<file path="src/rtl/turn_controller.sv">
// Two-player turn sequencing for a battleship board: takes one shot per fire edge,
// scores it against the opponent's ship map, shows the result for HOLD_CYCLES, then hands over.
module turn_controller #(
  parameter int GRID_SIZE   = 10,
  parameter int HITS_TO_WIN = 17,
  parameter int HOLD_CYCLES = 50_000_000
) (
  input  logic                                     clk,
  input  logic                                     rst,
  input  logic                                     fire,
  input  logic [$clog2(GRID_SIZE*GRID_SIZE)-1:0]   coord,
  input  logic [GRID_SIZE*GRID_SIZE-1:0]           ship_map_p0,
  input  logic [GRID_SIZE*GRID_SIZE-1:0]           ship_map_p1,
  output logic                                     active_player,
  output logic [GRID_SIZE*GRID_SIZE-1:0]           shot_map_p0,
  output logic [GRID_SIZE*GRID_SIZE-1:0]           shot_map_p1,
  output logic [GRID_SIZE*GRID_SIZE-1:0]           hit_map_p0,
  output logic [GRID_SIZE*GRID_SIZE-1:0]           hit_map_p1,
  output logic [$clog2(HITS_TO_WIN+1)-1:0]         hits_p0,
  output logic [$clog2(HITS_TO_WIN+1)-1:0]         hits_p1,
  output logic [1:0]                               last_result,
  output logic                                     result_valid,
  output logic                                     cursor_rst,
  output logic                                     game_over,
  output logic                                     winner
);

  localparam int CELLS = GRID_SIZE * GRID_SIZE;
  localparam int CW    = $clog2(CELLS);
  localparam int HW    = $clog2(HITS_TO_WIN + 1);
  localparam int TW    = (HOLD_CYCLES > 1) ? $clog2(HOLD_CYCLES) : 1;

  localparam logic [1:0] RES_NONE = 2'b00;
  localparam logic [1:0] RES_MISS = 2'b01;
  localparam logic [1:0] RES_HIT  = 2'b10;
  localparam logic [1:0] RES_REJ  = 2'b11;

  typedef enum logic [2:0] {IDLE, EVAL, HOLD, SWITCH, OVER} state_t;

  state_t                    state, next_state;
  logic                      fire_q;
  logic [CW-1:0]             target;
  logic [TW-1:0]             hold_cnt;
  logic [1:0][CELLS-1:0]     shot_q, hit_q;
  logic [1:0][HW-1:0]        hits_q;

  logic                      fire_edge, opp, hold_done, already, is_hit, shot_ok, won;
  logic [CELLS-1:0]          tgt_mask, opp_ships;

  assign fire_edge = fire & ~fire_q;
  assign opp       = ~active_player;
  // Out-of-range targets shift the one-hot off the top and yield an all-zero mask.
  assign tgt_mask  = CELLS'(1) << target;
  assign opp_ships = opp ? ship_map_p1 : ship_map_p0;
  assign already   = |(tgt_mask & shot_q[opp]);
  assign is_hit    = |(tgt_mask & opp_ships);
  assign shot_ok   = (int'(target) < CELLS) && !already;
  assign hold_done = (hold_cnt == TW'(HOLD_CYCLES - 1));
  assign won       = (hits_q[active_player] == HW'(HITS_TO_WIN));

  always_ff @(posedge clk) begin
    if (rst) state <= IDLE;
    else     state <= next_state;
  end

  always_comb begin
    next_state = state;
    case (state)
      IDLE:    if (fire_edge) next_state = EVAL;
      EVAL:    next_state = shot_ok ? HOLD : IDLE;
      HOLD:    if (hold_done) next_state = won ? OVER : SWITCH;
      SWITCH:  next_state = IDLE;
      OVER:    next_state = OVER;
      default: next_state = IDLE;
    endcase
  end

  always_ff @(posedge clk) begin
    if (rst) begin
      fire_q        <= 1'b0;
      target        <= '0;
      hold_cnt      <= '0;
      shot_q        <= '0;
      hit_q         <= '0;
      hits_q        <= '0;
      active_player <= 1'b0;
      last_result   <= RES_NONE;
      result_valid  <= 1'b0;
    end else begin
      fire_q <= fire;
      case (state)
        IDLE: if (fire_edge) target <= coord;
        EVAL: begin
          if (!shot_ok) begin
            last_result <= RES_REJ;
          end else begin
            shot_q[opp]  <= shot_q[opp] | tgt_mask;
            result_valid <= 1'b1;
            hold_cnt     <= '0;
            if (is_hit) begin
              hit_q[opp]  <= hit_q[opp] | tgt_mask;
              last_result <= RES_HIT;
              if (!won) hits_q[active_player] <= hits_q[active_player] + 1'b1;
            end else begin
              last_result <= RES_MISS;
            end
          end
        end
        HOLD: begin
          if (hold_done) begin
            result_valid <= 1'b0;
            hold_cnt     <= '0;
          end else begin
            hold_cnt <= hold_cnt + 1'b1;
          end
        end
        SWITCH: begin
          active_player <= ~active_player;
          last_result   <= RES_NONE;
        end
        default: ;
      endcase
    end
  end

  assign shot_map_p0 = shot_q[0];
  assign shot_map_p1 = shot_q[1];
  assign hit_map_p0  = hit_q[0];
  assign hit_map_p1  = hit_q[1];
  assign hits_p0     = hits_q[0];
  assign hits_p1     = hits_q[1];
  // Cursor reset follows rst directly so it is high in every reset cycle.
  assign cursor_rst  = rst | (state == SWITCH);
  assign game_over   = (state == OVER);
  assign winner      = game_over & active_player;

endmodule

</file>
<file path="config.mk">
export PLATFORM = sky130hd
export DESIGN_NAME = turn_controller
export DESIGN_NICKNAME = d
export VERILOG_FILES = /design/src/rtl/turn_controller.sv
export SDC_FILE = /design/constraint.sdc
export NUM_CORES = 1
export LEC_CHECK = 0
export ABC_AREA = 1
export BUFFER_PORTS_ARGS = -buffer_cell sky130_fd_sc_hd__buf_2
export CAP_MARGIN = 10
export CORE_MARGIN = 3
export CORE_UTILIZATION = 30
export DETAILED_ROUTE_END_ITERATION = 10
export GPL_ROUTABILITY_DRIVEN = 0
export PLACE_DENSITY = 0.53
export SLEW_MARGIN = 25
export SYNTH_ARGS = -nofsm -noshare
export SYNTH_HDL_FRONTEND = slang
export SYNTH_SLANG_ARGS = --single-unit
</file>
<file path="constraint.sdc">
create_clock -name clk -period 3 [get_ports clk]
set_input_delay 0.15 -clock clk [delete_from_list [all_inputs] [get_ports clk]]
set_output_delay 0.15 -clock clk [all_outputs]
set_load 0.02 [all_outputs]
</file>
**After elaboration in Yosys (flattened, before gate mapping)**

Cells that the tools add are included.

- Register bits: 451
- Latch bits: 0
- Bits in writable memories: 0
- Bits in read-only memories: 0
- Input bits: 210
- Output and inout port bits: 417
- Word-level logic and storage cells: 84
- Memories: 0

- $add $sub $neg: 2
- $mul: 0
- Divide/modulo/power cells: 0
- $lt $le $gt $ge: 5
- Eq/ne operators: 9
- Shifts and indexed selects: 1
- Multiplexer cells: 28
- Bitwise logic cells: 10
- Reductions and logical operators: 16

Operators with widths:

| kind | number |
|---|---|
| two-way mux 100 bit | 6 |
| bitwise mux 200 bit | 2 |
| bitwise AND 100 bit | 2 |
| OR 100 bit | 2 |
| OR reduction 100 bit | 2 |
| demux 100 bit (select 1 bit) | 1 |
| << shifter 1 x 7 -> 100 bit, first input constant | 1 |
| two-way mux 26 bit | 2 |
| one-hot mux 26 bit (2 select lines) | 1 |
| adder 26 x 1 -> 26 bit, second input constant | 1 |
| == test 26 bit, second input constant | 1 |
| two-way mux 5 bit | 3 |
| one-hot mux 3 bit (4 select lines) | 1 |
| bitwise mux 10 bit | 1 |
| two-way mux 3 bit | 3 |
| AND reduction 2 bit | 4 |
| less-than comparator 7 bit, second input constant | 1 |
| == test 3 x 2 -> 1 bit, second input constant | 2 |
| two-way mux 2 bit | 3 |
| inequality test 2 bit, second input constant | 3 |
| AND reduction 3 bit | 2 |
| adder 5 x 1 -> 5 bit, second input constant | 1 |
| demux 5 bit (select 1 bit) | 1 |
| == test 5 bit, second input constant | 1 |
| 15 further kinds | 24 |

**Longest topological paths before layout**

- Depth in word-level cells: 9
- Gate-level depth with buffers: 21
- Mapped depth without buffers: 18

**Worst setup path before layout**

No wires, ideal clock.

- Path type: flip-flop to flip-flop
- Start point: register active_player
- End point: register hits_q (netlist bit hits_p0[2])
- Setup time: 0.119 ns
- Arrival: 2.645 ns
- Required time: 2.881 ns
- Slack: 0.237 ns
- Stages on the path, launching flop included: 16
- Buffers on the path: 4
- Clock period less this slack: 2.763 ns
- Cell sequence: dfxtp_1 > inv_1 > buf_2 > buf_2 > buf_2 > or2_2 > o21ai_0 > ha_1 > inv_1 > nor4_1 > inv_1 > nand2_1 > buf_2 > o21bai_1 > nand2_1 > nor2_1

- Longest elaborated chain between the ends: 7
- Elaborated cells between the ends (all ways): 21
- Those cells by class: add/sub (1); order compare (2); eq/ne (1); mux (8); bitwise (3); reduce/logical (6)

Ends and longest elaborated chain:

| element | RTL line | source |
|---|---|---|
| start: declaration | 14 | `output logic active_player,` |
| start signal: assignment | 118 | `active_player <= ~active_player;` |
| two-way mux 100 bit (implied by the code) (2 in series) | 55 | `assign already = \|(tgt_mask & shot_q[opp]);` |
| bitwise AND 100 bit | 55 |  |
| OR reduction 100 bit | 55 |  |
| logical NOT 1 bit | 57 | `assign shot_ok = (int'(target) < CELLS) && !already;` |
| logical AND 1 bit | 57 |  |
| AND reduction 4 bit (no line) | n/a |  |
| end signal: indexed assignment | 103 | `if (!won) hits_q[active_player] <= hits_q[active_player] + 1'b1;` |
| end: declaration | 45 | `logic [1:0][HW-1:0] hits_q;` |

Several ways; a longest one is shown, not always the timed one. The select of a mux whose other input is x is not followed.
A chain may end at the register's enable or synchronous reset.

**Worst setup path in the final report**

- Start point: register target[4]
- End point: register hit_q (netlist bit hit_map_p1[66])

- Longest elaborated chain between the ends: 6
- Elaborated cells between the ends (all ways): 11
- Those cells by class: order compare (1); shift (1); mux (1); bitwise (3); reduce/logical (5)

Ends and longest elaborated chain:

| element | RTL line | source |
|---|---|---|
| start: declaration | 42 | `logic [CW-1:0] target;` |
| start signal: assignment | 92 | `IDLE: if (fire_edge) target <= coord;` |
| << shifter 1 x 7 -> 100 bit | 53 | `assign tgt_mask = CELLS'(1) << target;` |
| bitwise AND 100 bit | 55 |  |
| OR reduction 100 bit | 55 |  |
| logical NOT 1 bit | 57 |  |
| logical AND 1 bit | 57 |  |
| AND reduction 3 bit (no line) | n/a |  |
| end signal: indexed assignment | 101 | `hit_q[opp] <= hit_q[opp] \| tgt_mask;` |
| end: declaration | 44 | `logic [1:0][CELLS-1:0] shot_q, hit_q;` |

Several ways; a longest one is shown, not always the timed one.

==> flow_summary.ini <==
[outcome]
outcome = finished, violations left
violations = negative setup slack

[drt]
drt_wl_total_mm = 134
drt_pre_antenna_iters = 6
vias = 30400
drc_errors = 0
drtIter0Drc = 3057
antenna_left = 0
viasPerCell = 4.98
wire_per_inst_um = 21.9

[floorplan]
io_pins = 627
initial_utilization_pct = 30.3
dieWidth_um = 292
std_cell_rows = 104
die_y_um = 292
dieArea_um2 = 85100
fp.coreArea_um2 = 80700

[synth]
syn-cell-area_um2 = 24500
synth-edff-count = 0
syn-instance-count = 4107
syn_nets = 4320
ys_ff_latch = 451
ys_seq_area_share_pct = 36.9
avgSynthCellArea_um2 = 5.96
synth_area_leaders = dfxtp_1 (37%), nand2_1 (25%), nor2_1 (11%)
synth.top_cell.area_share_pct = 36.9
yosysWarnings = 0
async_flop_share_pct = 0
yosysTopAreaCell = dfxtp_1
synthMostInstantiatedCell = nand2_1
synth_ff_type = dfxtp_1
synth.distinct_cells = 39
synth_commonest_cells = nand2_1 (1,623), nor2_1 (689), dfxtp_1 (451)

[flow_run]
max-cap-violations = 0

[sta]
worst_pin_slew_ns = 0.932
min_period_ns = 3.12
max_freq_mhz = 321
relSlewSlack_pct = 37.8
fin_crit_sh_pct = 104
fin_tns_setup_ns = -8.46
setup_slack_ns = -0.118
slew_violations = 0
rsz0062_at_grt = true
setup_violations = 182
hold_violations = 0
fin_skew_ns = 0.0153

[finish]
final_cell_area_um2 = 34900
drive_gt1_share_pct = 27.6
fin_nets = 5221
area_growth_pct = 42.8

[cts]
clock_latency_ns = 0.61
cts.path.max_buffers = 3
cts.clk_slew.worst_paths_ns = 0.07
root_buffer = clkbuf_16
numCtsBuffers = 54
cts_tree = yes
htreeDepth = 2
clock_sinks = 451

[power_and_ir_drop]
p_leak_uw = 0.0170
ir_drop_mv = 0.353
power.density_nw_per_um2 = 776

[worst_setup_path]
path_class = reg2reg
r2r_setup_slack_ns = -0.12
start_kind = flip-flop
worstPathArrival_ns = 3.62
cp-end-kind = flip-flop
path_max_fanout = 18
critPathRequiredTime_ns = 3.50

[placed_design]
portBuffers = 626
dpl_cell_area_um2 = 31500
dp_hpwl_mm = 103

[global_routing]
grt_pass1_vias = 27300
grt_max_degree = 80
grt_usage_pct = 29.5
grt-ovfl-total = 0
antenna_found_initial = 17
grt_pass1_wl_mm = 187

[worst_hold_path]
hold_class = in2reg
==> flip-flops by register name (all words and copies together), names as in the netlist <==
| name | count |
|---|---|
| active_player | 1 |
| fire_q | 1 |
| hit_map_p0 | 100 |
| hit_map_p1 | 100 |
| hits_p0 | 5 |
| hits_p1 | 5 |
| hold_cnt | 26 |
| last_result | 2 |
| result_valid | 1 |
| shot_map_p0 | 100 |
| shot_map_p1 | 100 |
| state | 3 |
| target | 7 |
==> kinds of logic after synthesis <==
kind of cell    synth area share [%]
compound gates                  9.90
xor+xnor                       0.107
fa+ha+maj                      0.153
buf+inv                         8.91
flops                           36.9
mux                            0.204
simple gates                    43.8
==> metrics by stage <==
stage | util (%) | power [µW] | instances | setup WS [ns] | hold WS, ns
finish | 43.3 | 27100 | 6108 | -0.118 | 0.00778
global route | 43.3 | 28600 | 6102 | -0.217 | 0.0531
CTS | 42.1 | 26300 | 6072 | -0.0302 | 0.0274
detailed placement | 39.0 | 19100 | 5949 | -0.673 | 0.391
global placement | 39.0 | 19100 | 5949 | -0.690 | 0.384
floorplan | - | 14100 | 4107 | 0.237 | 0.283
==> path summary, 6_finish.rpt <==
kind                              from                     endpoint  depth (start not counted)
min reg2reg  result_valid$_SDFFE_PP0P_    result_valid$_SDFFE_PP0P_                          2
min                                rst    hold_cnt[18]$_SDFFE_PP0P_                          4
max reg2reg     target[4]$_SDFFE_PP0P_  hit_map_p1[66]$_SDFFE_PP0P_                         19
max             target[4]$_SDFFE_PP0P_  hit_map_p1[66]$_SDFFE_PP0P_                         19
==> routing by layer <==
metal / share of wire [%] / track usage [%]
met5: 0.028 / 0
met1: 43 / 39.6
met4: 4.1 / 10.6
met2: 44 / 46.4
met3: 9.3 / 6.87
==> area by class of cell <==
cell class                 count  area, µm²
inverter                     252        982
antenna                        6       15.0
multi-input combinational   3150      13800
tap                         1060       1330
timing repair buffer        1099       8010
sequential                   451       9040
fill                        8819      45700
clock inverter                11        149
clock buffer                  79       1590
==> what timing repair did <==
action / 4_1_cts / 5_1_grt
buffers inserted: 19 / 16
cloned: 7 / 16
setup endpoints to repair: 400 / 415
pin swaps: 12 / 39
hold buffers: 8 / 0
endpoints found under the hold margin: 8 / 0
gates resized for setup: 102 / 154
==> critical path, cell delays in order (launching register included) <==
cell and delay, ns:
dfxtp_4 0.37, clkinvlp_4 0.21, buf_4 0.30, nand4_1 0.30, nor2_1 0.11, nor2_2 0.17, nand2_1 0.07, nor2_1 0.10
nand2_1 0.09, nor2_4 0.18, buf_12 0.13, nand4_4 0.13, nor2_4 0.15, buf_12 0.15, buf_12 0.11, clkbuf_16 0.16
buf_6 0.12, nand2_1 0.04, nand2_1 0.05, nor2_1 0.04
==> power by group <==
part / switching, µW / internal [µW] / leakage (µW) / total [µW]
clock network: 2740 / 3880 / 0.000845 / 6620
registers: 830 / 6980 / 0.00365 / 7810
logic: 7970 / 4700 / 0.0125 / 12700
total: 11500 / 15600 / 0.0170 / 27100
==> placed cells by master, fill, tap and decap left out, types with 4 or more instances in the layout <==
master	n
a21oi_1	234
and3_1	4
buf_12	52
buf_16	10
buf_2	625
buf_4	356
buf_6	24
buf_8	7
clkbuf_1	11
clkbuf_16	69
clkbuf_8	14
clkinv_2	4
clkinvlp_4	4
dfxtp_1	444
dfxtp_2	4
diode_2	6
dlygate4sd3_1	8
inv_1	235
inv_2	8
nand2_1	1554
nand2_2	64
nand2_4	7
nand3_1	130
nand4_1	103
nor2_1	650
nor2_2	34
nor2_4	17
nor3_1	21
nor3_2	17
nor4_1	5
o211ai_1	6
o21a_1	5
o21ai_0	141
o21ai_1	71
o21ai_2	5
o21bai_1	6
or2_2	45
Note: power is estimated with default switching activity, not from simulation.
